===== config.mk =====
export PLATFORM = sky130hd
export DESIGN_NAME = maze_move_ctrl
export DESIGN_NICKNAME = d
export VERILOG_FILES = /design/src/rtl/maze_move_ctrl.sv
export SDC_FILE = /design/constraint.sdc
export NUM_CORES = 1
export LEC_CHECK = 0
export CAP_MARGIN = 40
export CELL_PAD_IN_SITES_DETAIL_PLACEMENT = 0
export CELL_PAD_IN_SITES_GLOBAL_PLACEMENT = 1
export CORE_ASPECT_RATIO = 0.7
export CORE_MARGIN = 2
export CORE_UTILIZATION = 25
export CTS_BUF_LIST = sky130_fd_sc_hd__clkbuf_8
export CTS_CLUSTER_SIZE = 14
export DETAILED_ROUTE_END_ITERATION = 10
export PLACE_DENSITY_LB_ADDON = 0.1
export REMOVE_ABC_BUFFERS = 1
export SKIP_CTS_REPAIR_TIMING = 1
export SYNTH_ARGS = -nofsm -noshare
export SYNTH_HDL_FRONTEND = slang
export SYNTH_SLANG_ARGS = --single-unit

===== constraint.sdc =====
create_clock -name clk -period 4.9 [get_ports clk]
set_input_delay 0.49 -clock clk [delete_from_list [all_inputs] [get_ports clk]]
set_output_delay 0.49 -clock clk [all_outputs]
set_load 0.005 [all_outputs]

===== src/rtl/maze_move_ctrl.sv =====
// -----------------------------------------------------------------------------
// maze_move_ctrl
//
// Player-cursor controller for the maze game. Arrow keys from the PS/2 decoder
// move the current cell through a MAX_DIM x MAX_DIM maze bitmap, accepting only
// legal moves. A key press moves at once. After HOLD_CYCLES of continuous hold
// the move repeats every REPEAT_CYCLES. Reaching the goal cell sets a sticky
// done flag, and further keys are ignored until load or reset.
//
// Optional feature: define MAZE_MOVE_COUNT_EN to build the saturating move
// counter. When it is undefined, move_count is tied to zero and no counter
// registers exist.
//
// Ports
//   clk          system clock, rising edge
//   reset        synchronous, active-low
//   enable       1 = accept keys; 0 = freeze cursor, FSM back to IDLE
//   load         1-cycle pulse: cursor <= start, clear done/count, FSM to IDLE
//   key_valid    1 while a key is held
//   key_code     held key scan code, bits [6:0] decoded
//   maze_data    bit (x + MAX_DIM*y): 1 = open cell, 0 = wall
//   maze_width   active width in cells, 1..MAX_DIM
//   maze_height  active height in cells, 1..MAX_DIM
//   start_x/y    start cell, loaded on reset and load
//   goal_x/y     goal cell
//   curr_x/y     current cell (registered)
//   moved        1-cycle pulse, cursor changed
//   bump         1-cycle pulse, attempted move blocked by wall or edge
//   done         sticky, cursor reached goal
//   move_count   successful moves since load (saturating)
//
// FSM states
//   state     | meaning
//   ST_IDLE   | waiting for an arrow key; a press attempts a move immediately
//   ST_HOLD   | key held after first move, counting down to auto-repeat
//   ST_REPEAT | auto-repeat, one attempt every REPEAT_CYCLES
//   ST_DONE   | goal reached, keys ignored until load/reset
// -----------------------------------------------------------------------------
module maze_move_ctrl #(
    parameter int unsigned MAX_DIM       = 16,
    parameter int unsigned HOLD_CYCLES   = 25_000_000,
    parameter int unsigned REPEAT_CYCLES = 5_000_000,
    parameter int unsigned CNT_W         = 16
) (
    input  logic                         clk,
    input  logic                         reset,
    input  logic                         enable,
    input  logic                         load,
    input  logic                         key_valid,
    input  logic [7:0]                   key_code,
    input  logic [MAX_DIM*MAX_DIM-1:0]   maze_data,
    input  logic [$clog2(MAX_DIM):0]     maze_width,
    input  logic [$clog2(MAX_DIM):0]     maze_height,
    input  logic [$clog2(MAX_DIM)-1:0]   start_x,
    input  logic [$clog2(MAX_DIM)-1:0]   start_y,
    input  logic [$clog2(MAX_DIM)-1:0]   goal_x,
    input  logic [$clog2(MAX_DIM)-1:0]   goal_y,
    output logic [$clog2(MAX_DIM)-1:0]   curr_x,
    output logic [$clog2(MAX_DIM)-1:0]   curr_y,
    output logic                         moved,
    output logic                         bump,
    output logic                         done,
    output logic [CNT_W-1:0]             move_count
);

    localparam int unsigned CW   = $clog2(MAX_DIM);
    localparam int unsigned TMAX = (HOLD_CYCLES > REPEAT_CYCLES) ? HOLD_CYCLES : REPEAT_CYCLES;
    localparam int unsigned TW   = (TMAX < 2) ? 1 : $clog2(TMAX + 1);

    // The timer is a down-counter: it is reloaded with (period - 1) and the
    // attempt fires at terminal count zero. This gives the same cadence as
    // an up-count from 0 to period-1.
    localparam logic [TW-1:0] HOLD_RELOAD   = TW'(HOLD_CYCLES - 1);
    localparam logic [TW-1:0] REPEAT_RELOAD = TW'(REPEAT_CYCLES - 1);

    typedef enum logic [1:0] {
        ST_IDLE,
        ST_HOLD,
        ST_REPEAT,
        ST_DONE
    } state_t;

    typedef enum logic [1:0] {
        DIR_L,
        DIR_R,
        DIR_U,
        DIR_D
    } dir_t;

    state_t          state, state_next;
    dir_t            dir, dir_next;
    logic [TW-1:0]   timer, timer_next;

    dir_t            key_dir;
    logic            key_arrow;
    logic            key_same;

    dir_t            attempt_dir;
    logic            attempt;
    logic [CW-1:0]   nx, ny;
    logic            in_bounds;
    logic            legal;
    logic            hit_goal;

    logic            unused_key_bit;
    assign unused_key_bit = key_code[7];

    // ---------------------------------------------------------------- key decode
    always_comb begin
        key_arrow = key_valid;
        key_dir   = DIR_L;
        case (key_code[6:0])
            7'h6B:   key_dir = DIR_L;
            7'h74:   key_dir = DIR_R;
            7'h75:   key_dir = DIR_U;
            7'h72:   key_dir = DIR_D;
            default: key_arrow = 1'b0;
        endcase
    end

    assign key_same = key_arrow && (key_dir == dir);

    // In IDLE the attempt uses the live key. Otherwise it uses the latched
    // direction. This selection does not depend on the FSM's next-state
    // logic, so there is no combinational loop through the legality check.
    assign attempt_dir = (state == ST_IDLE) ? key_dir : dir;

    // ------------------------------------------------------------ move legality
    // Bounds are checked before the bitmap. The neighbour index is {ny, nx},
    // which spans exactly MAX_DIM^2 bits, so the bitmap read is always in range.
    // An out-of-bounds neighbour is never used because in_bounds gates it.
    always_comb begin
        nx        = curr_x;
        ny        = curr_y;
        in_bounds = 1'b0;
        case (attempt_dir)
            DIR_L: begin
                in_bounds = (curr_x != '0);
                if (in_bounds) nx = curr_x - CW'(1);
            end
            DIR_R: begin
                in_bounds = (({1'b0, curr_x} + (CW+1)'(1)) < maze_width);
                if (in_bounds) nx = curr_x + CW'(1);
            end
            DIR_U: begin
                in_bounds = (curr_y != '0);
                if (in_bounds) ny = curr_y - CW'(1);
            end
            DIR_D: begin
                in_bounds = (({1'b0, curr_y} + (CW+1)'(1)) < maze_height);
                if (in_bounds) ny = curr_y + CW'(1);
            end
            default: in_bounds = 1'b0;
        endcase
    end

    assign legal    = in_bounds && maze_data[{ny, nx}];
    assign hit_goal = (nx == goal_x) && (ny == goal_y);

    // -------------------------------------------------------------- FSM: next
    always_comb begin
        state_next = state;
        timer_next = timer;
        dir_next   = dir;
        attempt    = 1'b0;

        if (load) begin
            state_next = ST_IDLE;
            timer_next = '0;
        end else if (!enable) begin
            // Goal status is sticky. Disabling does not release ST_DONE.
            if (state != ST_DONE) state_next = ST_IDLE;
            timer_next = '0;
        end else begin
            case (state)
                ST_IDLE: begin
                    if (key_arrow) begin
                        attempt    = 1'b1;
                        dir_next   = key_dir;
                        timer_next = HOLD_RELOAD;
                        state_next = ST_HOLD;
                    end
                end
                ST_HOLD: begin
                    if (!key_same) begin
                        state_next = ST_IDLE;
                        timer_next = '0;
                    end else if (timer == '0) begin
                        attempt    = 1'b1;
                        timer_next = REPEAT_RELOAD;
                        state_next = ST_REPEAT;
                    end else begin
                        timer_next = timer - TW'(1);
                    end
                end
                ST_REPEAT: begin
                    if (!key_same) begin
                        state_next = ST_IDLE;
                        timer_next = '0;
                    end else if (timer == '0) begin
                        attempt    = 1'b1;
                        timer_next = REPEAT_RELOAD;
                    end else begin
                        timer_next = timer - TW'(1);
                    end
                end
                ST_DONE: begin
                    state_next = ST_DONE;
                end
                default: begin
                    state_next = ST_IDLE;
                    timer_next = '0;
                end
            endcase

            if (attempt && legal && hit_goal) begin
                state_next = ST_DONE;
                timer_next = '0;
            end
        end
    end

    // --------------------------------------------------------- FSM: registers
    always_ff @(posedge clk) begin
        if (!reset) begin
            state  <= ST_IDLE;
            dir    <= DIR_L;
            timer  <= '0;
            curr_x <= start_x;
            curr_y <= start_y;
            moved  <= 1'b0;
            bump   <= 1'b0;
            done   <= 1'b0;
        end else begin
            state <= state_next;
            dir   <= dir_next;
            timer <= timer_next;
            moved <= attempt && legal;
            bump  <= attempt && !legal;
            if (load) begin
                curr_x <= start_x;
                curr_y <= start_y;
                done   <= 1'b0;
            end else if (attempt && legal) begin
                curr_x <= nx;
                curr_y <= ny;
                if (hit_goal) done <= 1'b1;
            end
        end
    end

    // ------------------------------------------------------------ move counter
`ifdef MAZE_MOVE_COUNT_EN
    logic [CNT_W-1:0] count;

    always_ff @(posedge clk) begin
        if (!reset) begin
            count <= '0;
        end else if (load) begin
            count <= '0;
        end else if (attempt && legal && (count != '1)) begin
            count <= count + CNT_W'(1);
        end
    end

    assign move_count = count;
`else
    assign move_count = '0;
`endif

endmodule


==> summary.txt <==
Outcome
  – Status: finished, final reports clean

Synthesis
  – Post-synth top area share: between 10% and 20%
  – Syn avg cell area: 6.72 um^2
  – Main area contributors after synthesis: nand2_1, dfxtp_1, a311oi_1
  – Post-synth ARST share: 0%
  – Number of synthesized register bits: 40
  – Post-synth EDFFs: 8
  – Sequential-to-total area share from yosys stat: between 10% and 20%
  – Synth cell types: approximately 70
  – Yosys warnings: 0
  – Mapped Cells: approximately 900
  – Synth area leader: nand2_1
  – Mapped Area: 0.00607 mm^2
  – Top FF cell, synth: dfxtp_1

Timing
  – Number of setup violations in the final report: 0
  – Slew @ Worst Pin: 0.624 ns
  – Max-slew violations: 0
  – Crit path time final: roughly 4.7 ns
  – Relative slew margins: approximately three fifths
  – Clk_skew: between 0.01 and 0.015 ns
  – Fmax: 211 MHz
  – Hold Violations, Final: 0
  – Worst hold margin: slightly below 0.5 ns
  – Final period utilization: between 90% and 100%
  – Final setup TNS: 0 ns

Drt
  – Remaining antenna violation count after routing: 0
  – Vias per std cell: just over 5
  – Routed met2 length: between 10 and 15 mm
  – Drt total wl: a little under 30 mm
  – Iteration-0 DRC Markers: 462
  – Wire length on met1: 14.1 mm
  – DR WL/cell: 19.0 um
  – DRC viols: 0
  – Metal3 WL: between 1.5 and 2 mm
  – First-pass DRT Iterations: 5
  – Via Count: between 7000 and 8000
  – DR top layer: met5

Critical path
  – Critical path type: flip-flop to flip-flop
  – Worst endpoint required time: ~5.1 ns
  – CP top delay family: simple AND/OR/NAND/NOR gates
  – Setup crit end kind: flip-flop
  – Max incr delay on CP: roughly 0.53 ns
  – Critical path cell sequence: ha_4 > and3_1 > ha_1 > a211o_1 > a21oi_2 > buf_4 > o21ai_2 > o21a_1 > o22a_2 > buf_12 > buf_4 > a211oi_1 > a311oi_1 > nor4_2 > buf_4 > nor3_1 > or4_4 > and4_4 > buf_12 > nor4_4
  – Buffers plus inverters on the worst setup path: 5
  – Crit start category: flip-flop
  – Largest fanout on the critical path: 17
  – CP max stage cell: edfxtp_1
  – WP data arrival: 4.96 ns
  – Critical Path Most Common Cell: buf_4

Hold path
  – Hold Path Class: flip-flop to flip-flop

GRT
  – Largest net degree at the start of global routing: slightly below 50
  – First-pass GRT wire length: approximately 44 mm
  – Tot GR Track Use: around 22%
  – Vias in the first global route: ~7700
  – Initial antenna violation count: 2
  – Remaining global-route overflow: 0

Flow run
  – Max-cap viol count: 0

CTS
  – Worst-Skew Late Latency: roughly 0.3 ns
  – H-tree Lvls: 2
  – Clock Sinks: 40
  – Worst-path clk slew: 0.09 ns
  – Longest Clk Path Bufs: 2
  – CTS Buf Count: 5
  – TritonCTS clock tree: yes
  – Root buf cell: clkbuf_8

Power
  – Worst VDD drop: a little under 0.08 mV
  – P per Cell Area: 183 mW/mm^2
  – P_int: around 1.1 mW
  – Sw Ratio: between 40% and 50%
  – Net Switching: 0.766 mW
  – Seq pwr share: between 10% and 20%
  – Logic gate share of total power: between 60 and 70%
  – LEAKAGE: roughly 4.1 nW
  – Clk pwr share: between 10% and 20%

Placement
  – DP HPWL: approximately 24 mm
  – I/O Buffers: around 300
  – Routability cong.: 0.849
  – Placed cell areas: roughly 0.010 mm^2

Floorplan
  – Die span in x: 190 um
  – I/O Pins: between 300 and 400
  – Die Y: 134 um
  – Core area: approximately 0.024 mm^2
  – Die Footprint: between 0.02 and 0.03 mm^2
  – Site Rows: 47
  – Initial Util: 25.5%

Cells and area
  – NumNets Final: approximately 1600
  – Layout cells sized above 1: 14.0%
  – Post-route cell area: about 0.010 mm^2
  – Syn-to-layout area delta: 69.3%
[cell usage after synthesis, types with 4 or more instances]
master / instances
nand2_1: 195
and3_1: 64
a211oi_1: 57
a21oi_1: 50
a311oi_1: 49
nor2_1: 47
clkbuf_1: 43
o21ai_0: 36
dfxtp_1: 32
inv_1: 26
nor3_1: 26
buf_2: 20
buf_4: 18
ha_1: 18
nor3_2: 18
nand3_1: 16
xnor2_1: 13
a22oi_1: 9
a31oi_1: 8
edfxtp_1: 8
or3_1: 8
a21o_1: 7
and4_1: 7
nor4_1: 7
a311o_1: 6
and2_1: 6
buf_6: 6
nand2b_1: 6
o211ai_1: 6
buf_1: 5
nor2b_1: 5
o211a_1: 5
a211o_1: 4
a21boi_0: 4
mux2i_1: 4
nand3b_1: 4
o22ai_1: 4
o41ai_1: 4
or4_1: 4
[metrics by stage]
stage | instances | setup slack, ns | util, % | power, mW
floorplan | 826 | -2.11 | - | 0.895
global placement | 1543 | -0.369 | 41.9 | 1.61
detailed placement | 1544 | -0.430 | 41.9 | 1.61
CTS | 1551 | -0.311 | 42.3 | 1.84
global route | 1560 | -0.0210 | 43.2 | 2.01
finish | 1561 | 0.160 | 43.2 | 1.88
[routing by layer]
metal	global-route usage [%]	vias to the layer above
met5	0	-
met3	3.69	14
met2	35.8	269
li1	-	4013
met1	32.0	3640
met4	2.67	2
[path summary, 6_finish.rpt]
check | start | end | slack, ns | cells after the start
max | curr_x[0] | timer[18] | 0.16 | 20
min | done | done | 0.49 | 1
max reg2reg | curr_x[0] | timer[18] | 0.16 | 20
min reg2reg | done | done | 0.49 | 1
[layout make-up]
cell class / count / area (um^2)
multi-input cells: 760 / 4840
clock inverters: 2 / 11.3
fillers: 2476 / 13500
diodes: 1 / 2.50
repair buffers: 409 / 3970
clock buffers: 5 / 68.8
flip-flops and latches: 40 / 881
inverters: 26 / 97.6
well taps: 318 / 398
[kinds of logic after synthesis]
kind of cell / count (synthesis) / synth area share (%)
other: 1 / 0.0618
muxes: 7 / 1.22
buffers and inverters: 118 / 9.57
adders and majority gates: 18 / 3.71
xor gates and xnor gates: 15 / 2.17
DFF: 40 / 14.5
AOI/OAI and AO/OA: 273 / 32.7
and+or+nand+nor: 431 / 36.1
[registers in the layout, summed over array words and instances, names as in the netlist]
signal,count
bump,1
curr_x,4
curr_y,4
dir,2
done,1
moved,1
state,2
timer,25
[layout by cell type (no fill, tap or decap), drive strengths merged, types with 4 or more instances in the layout]
master / n
a311oi: 49
o211a: 5
nand2b: 6
or4: 4
a21oi: 50
inv: 27
o211ai: 6
and3: 64
clkbuf: 5
nor2b: 5
nand2: 196
dfxtp: 32
mux2i: 4
a22oi: 9
and2: 6
a21o: 7
nor4: 8
xnor2: 13
o41ai: 6
or3: 9
edfxtp: 8
buf: 105
a31oi: 8
a21boi: 4
and4: 7
a211oi: 58
nand3: 17
o22ai: 4
clkdlybuf4s50: 304
conb: 16
a211o: 4
ha: 18
nor2: 47
a311o: 6
nand3b: 4
o21ai: 38
nor3: 44
[power by group through the flow]
| stage | Combinational, mW | Sequential [mW] | Clock (mW) |
|---|---|---|---|
| 2_1_floorplan | 0.530 | 0.365 | 0 |
| 3_3_place_gp | 1.25 | 0.364 | 0 |
| 3_5_place_dp | 1.25 | 0.363 | 0 |
| 4_1_cts | 1.25 | 0.356 | 0.231 |
| 5_1_grt | 1.41 | 0.359 | 0.246 |
| 6_report | 1.30 | 0.357 | 0.225 |
Note: power is estimated with default switching activity, not from simulation.
